===== config.mk =====
export PLATFORM = sky130hd
export DESIGN_NAME = parking_space_counter
export DESIGN_NICKNAME = d
export VERILOG_FILES = /design/src/rtl/parking_pkg.sv /design/src/rtl/parking_gate_fsm.sv /design/src/rtl/parking_space_counter.sv
export SDC_FILE = /design/constraint.sdc
export NUM_CORES = 1
export LEC_CHECK = 0
export CORE_UTILIZATION = 56
export CTS_CLUSTER_SIZE = 8
export DETAILED_ROUTE_END_ITERATION = 16
export PLACE_DENSITY = 0.82
export SETUP_SLACK_MARGIN = 0.05
export SLEW_MARGIN = 25
export SYNTH_ARGS = -nofsm -noshare
export SYNTH_HDL_FRONTEND = slang
export SYNTH_HIERARCHICAL = 1
export SYNTH_SLANG_ARGS = --single-unit

===== constraint.sdc =====
create_clock -name clk -period 8.1 [get_ports clk]
set_clock_uncertainty 0.05 [all_clocks]
set_input_delay 1.215 -clock clk [delete_from_list [all_inputs] [get_ports clk]]
set_output_delay 1.215 -clock clk [all_outputs]
set_load 0.005 [all_outputs]

===== src/rtl/parking_pkg.sv =====
// Shared definitions for the parking lot occupancy tracker: gate FSM
// state encoding and default sizing.
package parking_pkg;

  typedef enum logic [1:0] {
    IDLE     = 2'd0,
    OPEN     = 2'd1,
    WAIT_CLR = 2'd2
  } gate_state_e;

  localparam int DEF_CAPACITY    = 8;
  localparam int DEF_CNT_W       = 4;
  localparam int DEF_GATE_CYCLES = 16;

endpackage


===== src/rtl/parking_gate_fsm.sv =====
// One barrier controller: grants a held request, keeps the barrier open for
// GATE_CYCLES cycles, then waits for the car to clear the sensor.
module parking_gate_fsm
  import parking_pkg::*;
#(
  parameter int GATE_CYCLES = DEF_GATE_CYCLES
) (
  input  logic clk,
  input  logic rst_n,
  input  logic req,
  input  logic allow,
  output logic grant_pulse,
  output logic gate,
  output logic in_wait
);

  localparam int TW = (GATE_CYCLES > 1) ? $clog2(GATE_CYCLES) : 1;

  gate_state_e     state, state_nxt;
  logic [TW-1:0]   timer, timer_nxt;

  always_ff @(posedge clk) begin
    if (!rst_n) begin
      state <= IDLE;
      timer <= '0;
    end else begin
      state <= state_nxt;
      timer <= timer_nxt;
    end
  end

  always_comb begin
    state_nxt   = state;
    timer_nxt   = timer;
    grant_pulse = 1'b0;
    case (state)
      IDLE: begin
        if (req && allow) begin
          grant_pulse = 1'b1;
          state_nxt   = OPEN;
          timer_nxt   = TW'(GATE_CYCLES - 1);
        end
      end
      OPEN: begin
        if (timer == '0) state_nxt = WAIT_CLR;
        else             timer_nxt = timer - TW'(1);
      end
      WAIT_CLR: begin
        // A request still present here is the same car; only its release re-arms.
        if (!req) state_nxt = IDLE;
      end
      default: state_nxt = IDLE;
    endcase
  end

  assign gate    = (state == OPEN);
  assign in_wait = (state == WAIT_CLR);

endmodule


===== src/rtl/parking_space_counter.sv =====
// Occupancy tracker: arbitrates entry/exit gate grants, updates the occupied
// count through one add/subtract datapath and registers the status flags.
module parking_space_counter
  import parking_pkg::*;
#(
  parameter int CAPACITY    = DEF_CAPACITY,
  parameter int CNT_W       = DEF_CNT_W,
  parameter int GATE_CYCLES = DEF_GATE_CYCLES
) (
  input  logic             clk,
  input  logic             rst_n,
  input  logic             entry_req,
  input  logic             exit_req,
  output logic             entry_gate,
  output logic             exit_gate,
  output logic             entry_deny,
  output logic [CNT_W-1:0] count,
  output logic [CNT_W-1:0] free,
  output logic             full,
  output logic             empty
);

  logic             entry_grant, exit_grant;
  logic             entry_wait, exit_wait;
  logic             entry_idle;
  logic             sub_mode;
  logic [CNT_W-1:0] operand_b, count_nxt;
  logic [CNT_W-1:0] count_r, free_r;
  logic             full_r, empty_r, deny_r;

  parking_gate_fsm #(.GATE_CYCLES(GATE_CYCLES)) u_entry (
    .clk         (clk),
    .rst_n       (rst_n),
    .req         (entry_req),
    .allow       (!full_r),
    .grant_pulse (entry_grant),
    .gate        (entry_gate),
    .in_wait     (entry_wait)
  );

  parking_gate_fsm #(.GATE_CYCLES(GATE_CYCLES)) u_exit (
    .clk         (clk),
    .rst_n       (rst_n),
    .req         (exit_req),
    .allow       (!empty_r),
    .grant_pulse (exit_grant),
    .gate        (exit_gate),
    .in_wait     (exit_wait)
  );

  assign entry_idle = !entry_gate && !entry_wait;

  // B is 1 only when exactly one side is granted, so simultaneous grants add zero.
  always_comb begin
    sub_mode  = exit_grant && !entry_grant;
    operand_b = '0;
    operand_b[0] = entry_grant ^ exit_grant;
    count_nxt = count_r + (operand_b ^ {CNT_W{sub_mode}}) + CNT_W'(sub_mode);
  end

  always_ff @(posedge clk) begin
    if (!rst_n) begin
      count_r <= '0;
      free_r  <= CNT_W'(CAPACITY);
      full_r  <= 1'b0;
      empty_r <= 1'b1;
      deny_r  <= 1'b0;
    end else begin
      count_r <= count_nxt;
      free_r  <= CNT_W'(CAPACITY) - count_nxt;
      full_r  <= (count_nxt == CNT_W'(CAPACITY));
      empty_r <= (count_nxt == '0);
      deny_r  <= entry_idle && entry_req && full_r;
    end
  end

  assign count      = count_r;
  assign free       = free_r;
  assign full       = full_r;
  assign empty      = empty_r;
  assign entry_deny = deny_r;

  a_entry_no_regrant: assert property (@(posedge clk) disable iff (!rst_n) entry_wait |-> !entry_grant);
  a_exit_no_regrant:  assert property (@(posedge clk) disable iff (!rst_n) exit_wait  |-> !exit_grant);

endmodule


* Word-level counts from Yosys, hierarchy flattened *
Cells that the tools add are included.
W data, S select, Z words.

storage, ports and cells
  logic and storage cells = 69
  register bits after elaboration = 23
  output and inout bits = 13
  input bits = 4

cells by class
  add/sub/neg operators = 5
  muxes and demuxes = 18
  bitwise operators = 2
  reduce and logical (&&, ||, !) cells = 22
  equality and inequality tests = 13

operator list
  operator               count
  $mux W4                4
  $pmux W4 S2            2
  $logic_not A4 Y1       3
  $mux W2                6
  $pmux W2 S3            2
  $reduce_and A3 Y1      4
  $ne A2 B1 Y1 const B   4
  $ne A2 B2 Y1 const B   4
  $sub A4 B1 Y4 const B  2
  $logic_and A1 B1 Y1    6
  $logic_not A1 Y1       5
  $add A4 B1 Y4          1
  $add A4 B4 Y4          1
  $eq A2 B1 Y1 const B   2
  $eq A2 B2 Y1 const B   2
  $eq A4 B4 Y1 const B   1
  $logic_not A2 Y1       2
  $mux W1                4
  $reduce_bool A2 Y1     2
  $sub A4 B4 Y4 const A  1
  $xor A1 B4 Y4          1
  $xor A1 B1 Y1          1

* Depth between registers and ports, before layout *
Gate-level depths: netlist of the first run.

  depth after elaboration = 10
  mapped depth = 11
  depth with buffers taken out = 10

* Cells and area by module *
The synthesis of the first run kept the hierarchy.

by module, submodules not included
  module                 seq. area each (µm²)  cells an instance  area an instance (µm²)  times used
  parking_gate_fsm       120.1                 35                 309.0                   2
  parking_space_counter  200.2                 48                 485.5                   1

* Worst setup path after synthesis of the first run *
Ideal clock, no wire load.

  path kind = in2reg
  start = input port entry_req
  end = register free_r[3], in the netlist free[3]
  path slack = 4.747 ns
  data required time = 7.923 ns
  cell stages on the path = 10
  arrival time = 3.176 ns
  buffers on the path = 1
  library setup time = 0.127 ns
  path through = nor4bb_1 > clkbuf_1 > inv_1 > ha_1 > mux2_4 > ha_1 > a21oi_1 > xor2_1 > and4_1 > mux2i_1

between the ends
  word-level cells in the longest chain between the ends = 9
  elaborated cells between the ends (all ways) = 10
  classes of those cells = add/sub (3); mux (2); bitwise (2); reduce/logical (3)

ends and longest elaborated chain
  what                     line                         text
  start, declared          parking_space_counter.sv:12  input logic entry_req,
  $logic_and A1 B1 Y1 (*)  parking_gate_fsm.sv:38       if (req && allow) begin
  $mux W1 (*)              parking_gate_fsm.sv:38
  $mux W1 (*)              parking_gate_fsm.sv:36       case (state)
  via entry_grant          parking_space_counter.sv:23  logic entry_grant, exit_grant;
  $logic_not A1 Y1         parking_space_counter.sv:55  sub_mode = exit_grant && !entry_grant;
  $logic_and A1 B1 Y1      parking_space_counter.sv:55
  $xor A1 B4 Y4            parking_space_counter.sv:58  count_nxt = count_r + (operand_b ^ {CNT_W{sub_mode}}) + CNT_W'(sub_mode);
  $add A4 B4 Y4            parking_space_counter.sv:58
  $add A4 B1 Y4 (*)        parking_space_counter.sv:58
  $sub A4 B4 Y4 (*)        parking_space_counter.sv:70  free_r <= CNT_W'(CAPACITY) - count_nxt;
  end signal, assigned     parking_space_counter.sv:64  free_r <= CNT_W'(CAPACITY);
  end signal, assigned     parking_space_counter.sv:70
  end, declared            parking_space_counter.sv:28  logic [CNT_W-1:0] count_r, free_r;

Mark *: on every way through the listed nets, which the timed path passes. The rest lies on a longest branch.
A chain may end at the register's enable or synchronous reset.

* Final worst setup path of the first run *
  start = input port entry_req
  end = register free_r[2], in the netlist free[2]

Same word-level chain as after synthesis.

==> flow_summary.toml, run 1 <==
[sta]
slew_violations = 0
whs_ns = 0.422
max-slew-margin-rel_pct = 51.9
max_slew.worst_pin.slew_ns = 0.711
fmax_mhz = 249
period_share_pct = 49.5
rsz0062_at_grt = "false"
setup_viol = 0
finalCriticalPeriod_ns = 4.01
setup_tns_ns = 0
finalHoldViolCount = 0

[yosys]
synth_edf_count = 0
ys.flop_type = "dfxtp_1"
syn_inst = 118
synth_area_leaders = "dfxtp_1 40%, ha_1 9.1%, inv_1 5.4%"
yosysTopAreaCellShare_pct = 39.9
synth-async-reset-ratio_pct = 0
ys_warn_count = 6
yosysSeqAreaShare_pct = 39.9
synth_area_per_cell_sq_um = 9.35
yosysTopAreaCell = "dfxtp_1"
ys_types = 34
ys_ff_latch = 22
yosysMostFrequentCell = "dfxtp_1"
syn-cell-area_sq_um = 1100
syn_nets = 130
synthTopCellsByCount = "22 x dfxtp_1, 16 x inv_1, 8 x ha_1"

[die]
die_area_sq_um = 2150
die_w_um = 46.4
start_util_pct = 61.9
core_area_sq_um = 1780
ioPinCount = 17
rows = 15
die_h_um = 46.4

[cells_and_area]
antennaDiodeCount = 0
layout.cells.non_filler = 160
nNetsFinal = 149
drive_above_1_share_pct = 11.1
syn_to_final_growth_pct = 19.3
fin_util_pct = 73.8

[critical_path]
cp.required_ns = 8.23
ff2ff_path_depth = 10
cp_max_fo = 7
critical_path_class = "input port to flip-flop"
r2r_start = "full$_SDFF_PN0_"
cp-start-kind = "input port"
r2r_setup_slack_ns = 5.06
crit_path_end_kind = "flip-flop"
crit_start = "entry_req"
critical_path_arrival_ns = 4.14
endpoint = "free[2]$_SDFF_PN0_"
r2r-end = "free[2]$_SDFF_PN0_"

[power]
leakagePower_nw = 0.584
vdd_ir_drop_max_mv = 0.271
powerDensity_nw_per_um2 = 373

[cts]
cts_tree = "yes"
clockBufferDepth = 2
htree_levels = 1
cts_setup_buffers = 0
cts_resized = 0
cts.sinks = 22
path_clk_slew_ns = 0.12
cts_root_buf = "clkbuf_4"
holdBufCountCts = 0
insertion_delay_ns = 0.29
cts_made_buffers = 3

[placed_design]
port_buffers = 16
gp_congestion = 0.814
post-place-cells = 157
dp_hpwl_um = 1600

[drt]
ant_nets = 0
firstDrtPassIters = 4
post_drt_wl_per_cell_um = 13.0
wl_um = 2080
vias = 889
drt-initial-drc-count = 12
drc_errors = 0
drt-vias-per-instance = 5.56

[global_routing]
grt_pass1_vias = 783
track_usage_pct = 22.1
overflow = 0
grt_pass1_wl_um = 3350
antenna_found_initial = 0
grt_max_degree = 15

[worst_hold_path]
min_path_type = "flip-flop to flip-flop"
min-delay-start = "full$_SDFF_PN0_"

[run]
max_cap_viol_count = 0

[run_status]
status = "finished, final reports clean"
==> state kept, by name (all words and copies together) (netlist names) <==
| signal | count |
|---|---|
| u_exit/timer | 4 |
| full | 1 |
| free | 3 |
| u_exit/state | 2 |
| entry_deny | 1 |
| u_entry/state | 2 |
| empty | 1 |
| u_entry/timer | 4 |
| count | 4 |
==> cell usage in the layout (no fill, tap or decap), drive strengths merged, types with 4 or more instances in the layout <==
cell type	synthesis	final
a211oi	6	6
a21oi	5	5
a31oi	4	4
and2	4	4
clkdlybuf4s50	0	16
dfxtp	22	22
ha	8	8
inv	16	16
nand2	6	6
nor2	6	6
xor2	4	4
==> per-stage QoR <==
stage / setup WS (ns) / total power, mW / cell area, sq um
floorplan: 4.75 / 0.351 / 1100
global placement: 3.67 / 0.427 / 1290
detailed placement: 3.52 / 0.443 / 1290
CTS: 3.82 / 0.490 / 1310
global route: 3.89 / 0.527 / 1320
finish: 4.09 / 0.490 / 1320
==> worst max-delay path, cell delays in order <==
cell and delay (ns):
clkdlybuf4s50_1 0.49, nor4bb_2 0.60, inv_1 0.14, ha_1 0.34, mux2_4 0.31, ha_1 0.20, a21oi_1 0.14, xor2_1 0.35
nand2_1 0.17, nor3b_1 0.17
==> area by class of cell <==
cell class	instances	area, sq um
Multi-Input combinational cell	77	594
Fill cell	140	467
Sequential cell	22	440
Timing Repair Buffer	17	168
Inverter	16	60.1
Tap cell	25	31.3
Clock buffer	3	22.5
==> where the power goes <==
part | internal [mW] | total [mW] | switching [mW]
clock network | 0.0173 | 0.0467 | 0.0295
registers | 0.147 | 0.178 | 0.0319
logic | 0.139 | 0.265 | 0.127
==> logic make-up (layout without fill, tap and decap cells) <==
logic type      after synthesis  in the layout  share of synthesized area (%)
buf+inv                      19             36                           6.80
simple gates                 34             34                           20.1
xor+xnor                      6              6                           4.76
compound gates               27             27                           17.1
flops                        22             22                           39.9
mux                           2              2                           2.27
fa+ha+maj                     8              8                           9.07
==> how the worst min path moves through the flow <==
stage / end / slack [ns] / cells past startpoint
2_1_floorplan: entry_deny$_SDFF_PN0_ / 0.39 / 2
3_3_place_gp: entry_deny$_SDFF_PN0_ / 0.40 / 2
3_5_place_dp: entry_deny$_SDFF_PN0_ / 0.41 / 2
4_1_cts: entry_deny$_SDFF_PN0_ / 0.43 / 2
5_1_grt: entry_deny$_SDFF_PN0_ / 0.47 / 2
6_report: entry_deny$_SDFF_PN0_ / 0.42 / 2
==> routing by layer <==
layer	vias up	track usage (%)	part of all wire [%]
li1	450	-	-
met1	426	26.3	46
met2	11	39.4	51
met3	2	2.35	2.3
met4	0	8.82	1.0
met5	-	0	0
Power figures use the tool's default switching activity.
==> run 2, diff against run 1 <==
--- a/config.mk
+++ b/config.mk
@@ -5,10 +5,11 @@
 export SDC_FILE = /design/constraint.sdc
 export NUM_CORES = 1
 export LEC_CHECK = 0
-export CORE_UTILIZATION = 56
+export CORE_ASPECT_RATIO = 1.75
+export CORE_UTILIZATION = 47
 export CTS_CLUSTER_SIZE = 8
 export DETAILED_ROUTE_END_ITERATION = 16
-export PLACE_DENSITY = 0.82
+export PLACE_DENSITY = 0.74
 export SETUP_SLACK_MARGIN = 0.05
 export SLEW_MARGIN = 25
 export SYNTH_ARGS = -nofsm -noshare
==> constraint.sdc (replaced) <==
create_clock -name clk -period 3.3 [get_ports clk]
set_clock_uncertainty 0.05 [all_clocks]
set_input_delay 0.495 -clock clk [delete_from_list [all_inputs] [get_ports clk]]
set_output_delay 0.495 -clock clk [all_outputs]
set_load 0.005 [all_outputs]
==> run 2 against run 1 <==
- sequential power grew 140%
- count of clock-buffer cells in the layout unchanged
- worst hold slack got worse by 0.013 ns
- global-route usage decreased by 2.7 points
- largest power group unchanged
- highest routed layer unchanged
==> flow_summary.toml, run 2 (same netlist as run 1, synthesis figures left out) <==
[cts]
cts_made_buffers = 3
clockBufferDepth = 2
cts_setup_buffers = 0
cts_tree = "yes"
path_clk_slew_ns = 0.11
cts_root_buf = "clkbuf_4"
insertion_delay_ns = 0.30
cts.sinks = 22
holdBufCountCts = 0
cts_resized = 0
htree_levels = 1

[critical_path]
critical_path_class = "input port to flip-flop"
r2r-end = "free[3]$_SDFF_PN1_"
endpoint = "free[3]$_SDFF_PN1_"
crit_path_end_kind = "flip-flop"
r2r_setup_slack_ns = 0.71
critical_path_arrival_ns = 3.04
cp_max_fo = 3
cp.required_ns = 3.48
ff2ff_path_depth = 11
cp-start-kind = "input port"
crit_start = "entry_req"
r2r_start = "full$_SDFF_PN0_"

[sta]
setup_tns_ns = 0
finalCriticalPeriod_ns = 2.86
period_share_pct = 86.5
finalHoldViolCount = 0
fmax_mhz = 350
slew_violations = 0
max-slew-margin-rel_pct = 66.3
setup_viol = 0
rsz0062_at_grt = "false"
max_slew.worst_pin.slew_ns = 0.504

[cells_and_area]
antennaDiodeCount = 0
nNetsFinal = 152
layout_commonest_cell = "dfxtp_1"
drive_above_1_share_pct = 12.3
fin_area_sq_um = 1330
syn_to_final_growth_pct = 20.6
fillCellCount = 196
layout.cells.non_filler = 162
final_cell_mix = "22 x dfxtp_1, 16 x inv_1, 16 x clkdlybuf4s50_1, 8 x ha_1"

[global_routing]
grt_pass1_vias = 875
grt_max_degree = 15
overflow = 0
grt_pass1_wl_um = 3570
track_usage_pct = 19.4
antenna_found_initial = 0

[power]
pwr-share-comb_pct = 54.8
powerDensity_nw_per_um2 = 918
p_sw_mw = 0.460
seq_power_share_pct = 35.6
power.internal_mw = 0.762
leakagePower_nw = 0.597
p_total_mw = 1.22
switching_share_pct = 37.6
vdd_ir_drop_max_mv = 0.453
clock_power_share_pct = 9.6

[run]
max_cap_viol_count = 0

[placed_design]
gp_congestion = 0.733
post-place-cells = 159
dpl_cell_area_sq_um = 1310
dp_hpwl_um = 1690
port_buffers = 16

[die]
rows = 22
ioPinCount = 17
die_w_um = 38.6
start_util_pct = 51.4
die_h_um = 66.1
die_area_sq_um = 2550
core_area_sq_um = 2150

[drt]
vias = 910
ant_nets = 0
firstDrtPassIters = 4
post_drt_wl_per_cell_um = 13.4
drt-vias-per-instance = 5.62
drt-initial-drc-count = 19
drc_errors = 0
wl_um = 2170

[worst_hold_path]
min-delay-start = "full$_SDFF_PN0_"
min_path_type = "flip-flop to flip-flop"

[run_status]
status = "finished, final reports clean"
-- run 2: area by class of cell --
type	count	area [sq um]	share of cell area, %
multi-input combinational	77	588	44.2
sequential	22	440	33.1
timing repair buffer	20	190	14.3
inverter	16	60.1	4.51
tap	24	30.0	2.26
clock buffer	3	22.5	1.69
-- run 2: routing by layer --
metal  vias to the layer above  part of all wire [%]  wire (um)  GRT usage, %
met2                        15                    55       1180          34.6
met5                         -                     0          0             0
met1                       437                    42        911          22.0
li1                        456                     -          -             -
met4                         0                  0.88         19          7.76
met3                         2                   2.4         51          2.02
-- run 2: worst min-delay path by stage --
stage	to	slack, ns	cells past startpoint
2_1_floorplan	entry_deny$_SDFF_PN0_	0.39	2
3_3_place_gp	entry_deny$_SDFF_PN0_	0.40	2
3_5_place_dp	entry_deny$_SDFF_PN0_	0.40	2
4_1_cts	entry_deny$_SDFF_PN0_	0.42	2
5_1_grt	entry_deny$_SDFF_PN0_	0.45	2
6_report	entry_deny$_SDFF_PN0_	0.41	2
-- run 2: through the flow --
stage	setup WS (ns)	utilization [%]	hold WS, ns
6_report	0.445	62.0	0.409
3_3_place_gp	0.184	61.0	0.397
4_1_cts	0.469	62.0	0.415
5_1_grt	0.269	62.0	0.454
3_5_place_dp	0.144	61.0	0.400
2_1_floorplan	0.667	-	0.392
-- run 2: critical path, stage by stage --
cell	delay, ns
clkdlybuf4s50_1	0.49
nor4bb_1	0.34
inv_1	0.13
ha_1	0.33
mux2_4	0.31
ha_1	0.20
a21oi_1	0.14
xor2_1	0.24
buf_4	0.16
a31oi_1	0.08
mux2i_1	0.13
-- run 2: power groups by stage --
stage,Sequential [mW],Combinational (mW),Clock [mW]
2_1_floorplan,0.431,0.430,0
3_3_place_gp,0.438,0.658,0
3_5_place_dp,0.441,0.674,0
4_1_cts,0.435,0.678,0.125
5_1_grt,0.449,0.744,0.137
6_report,0.435,0.669,0.118
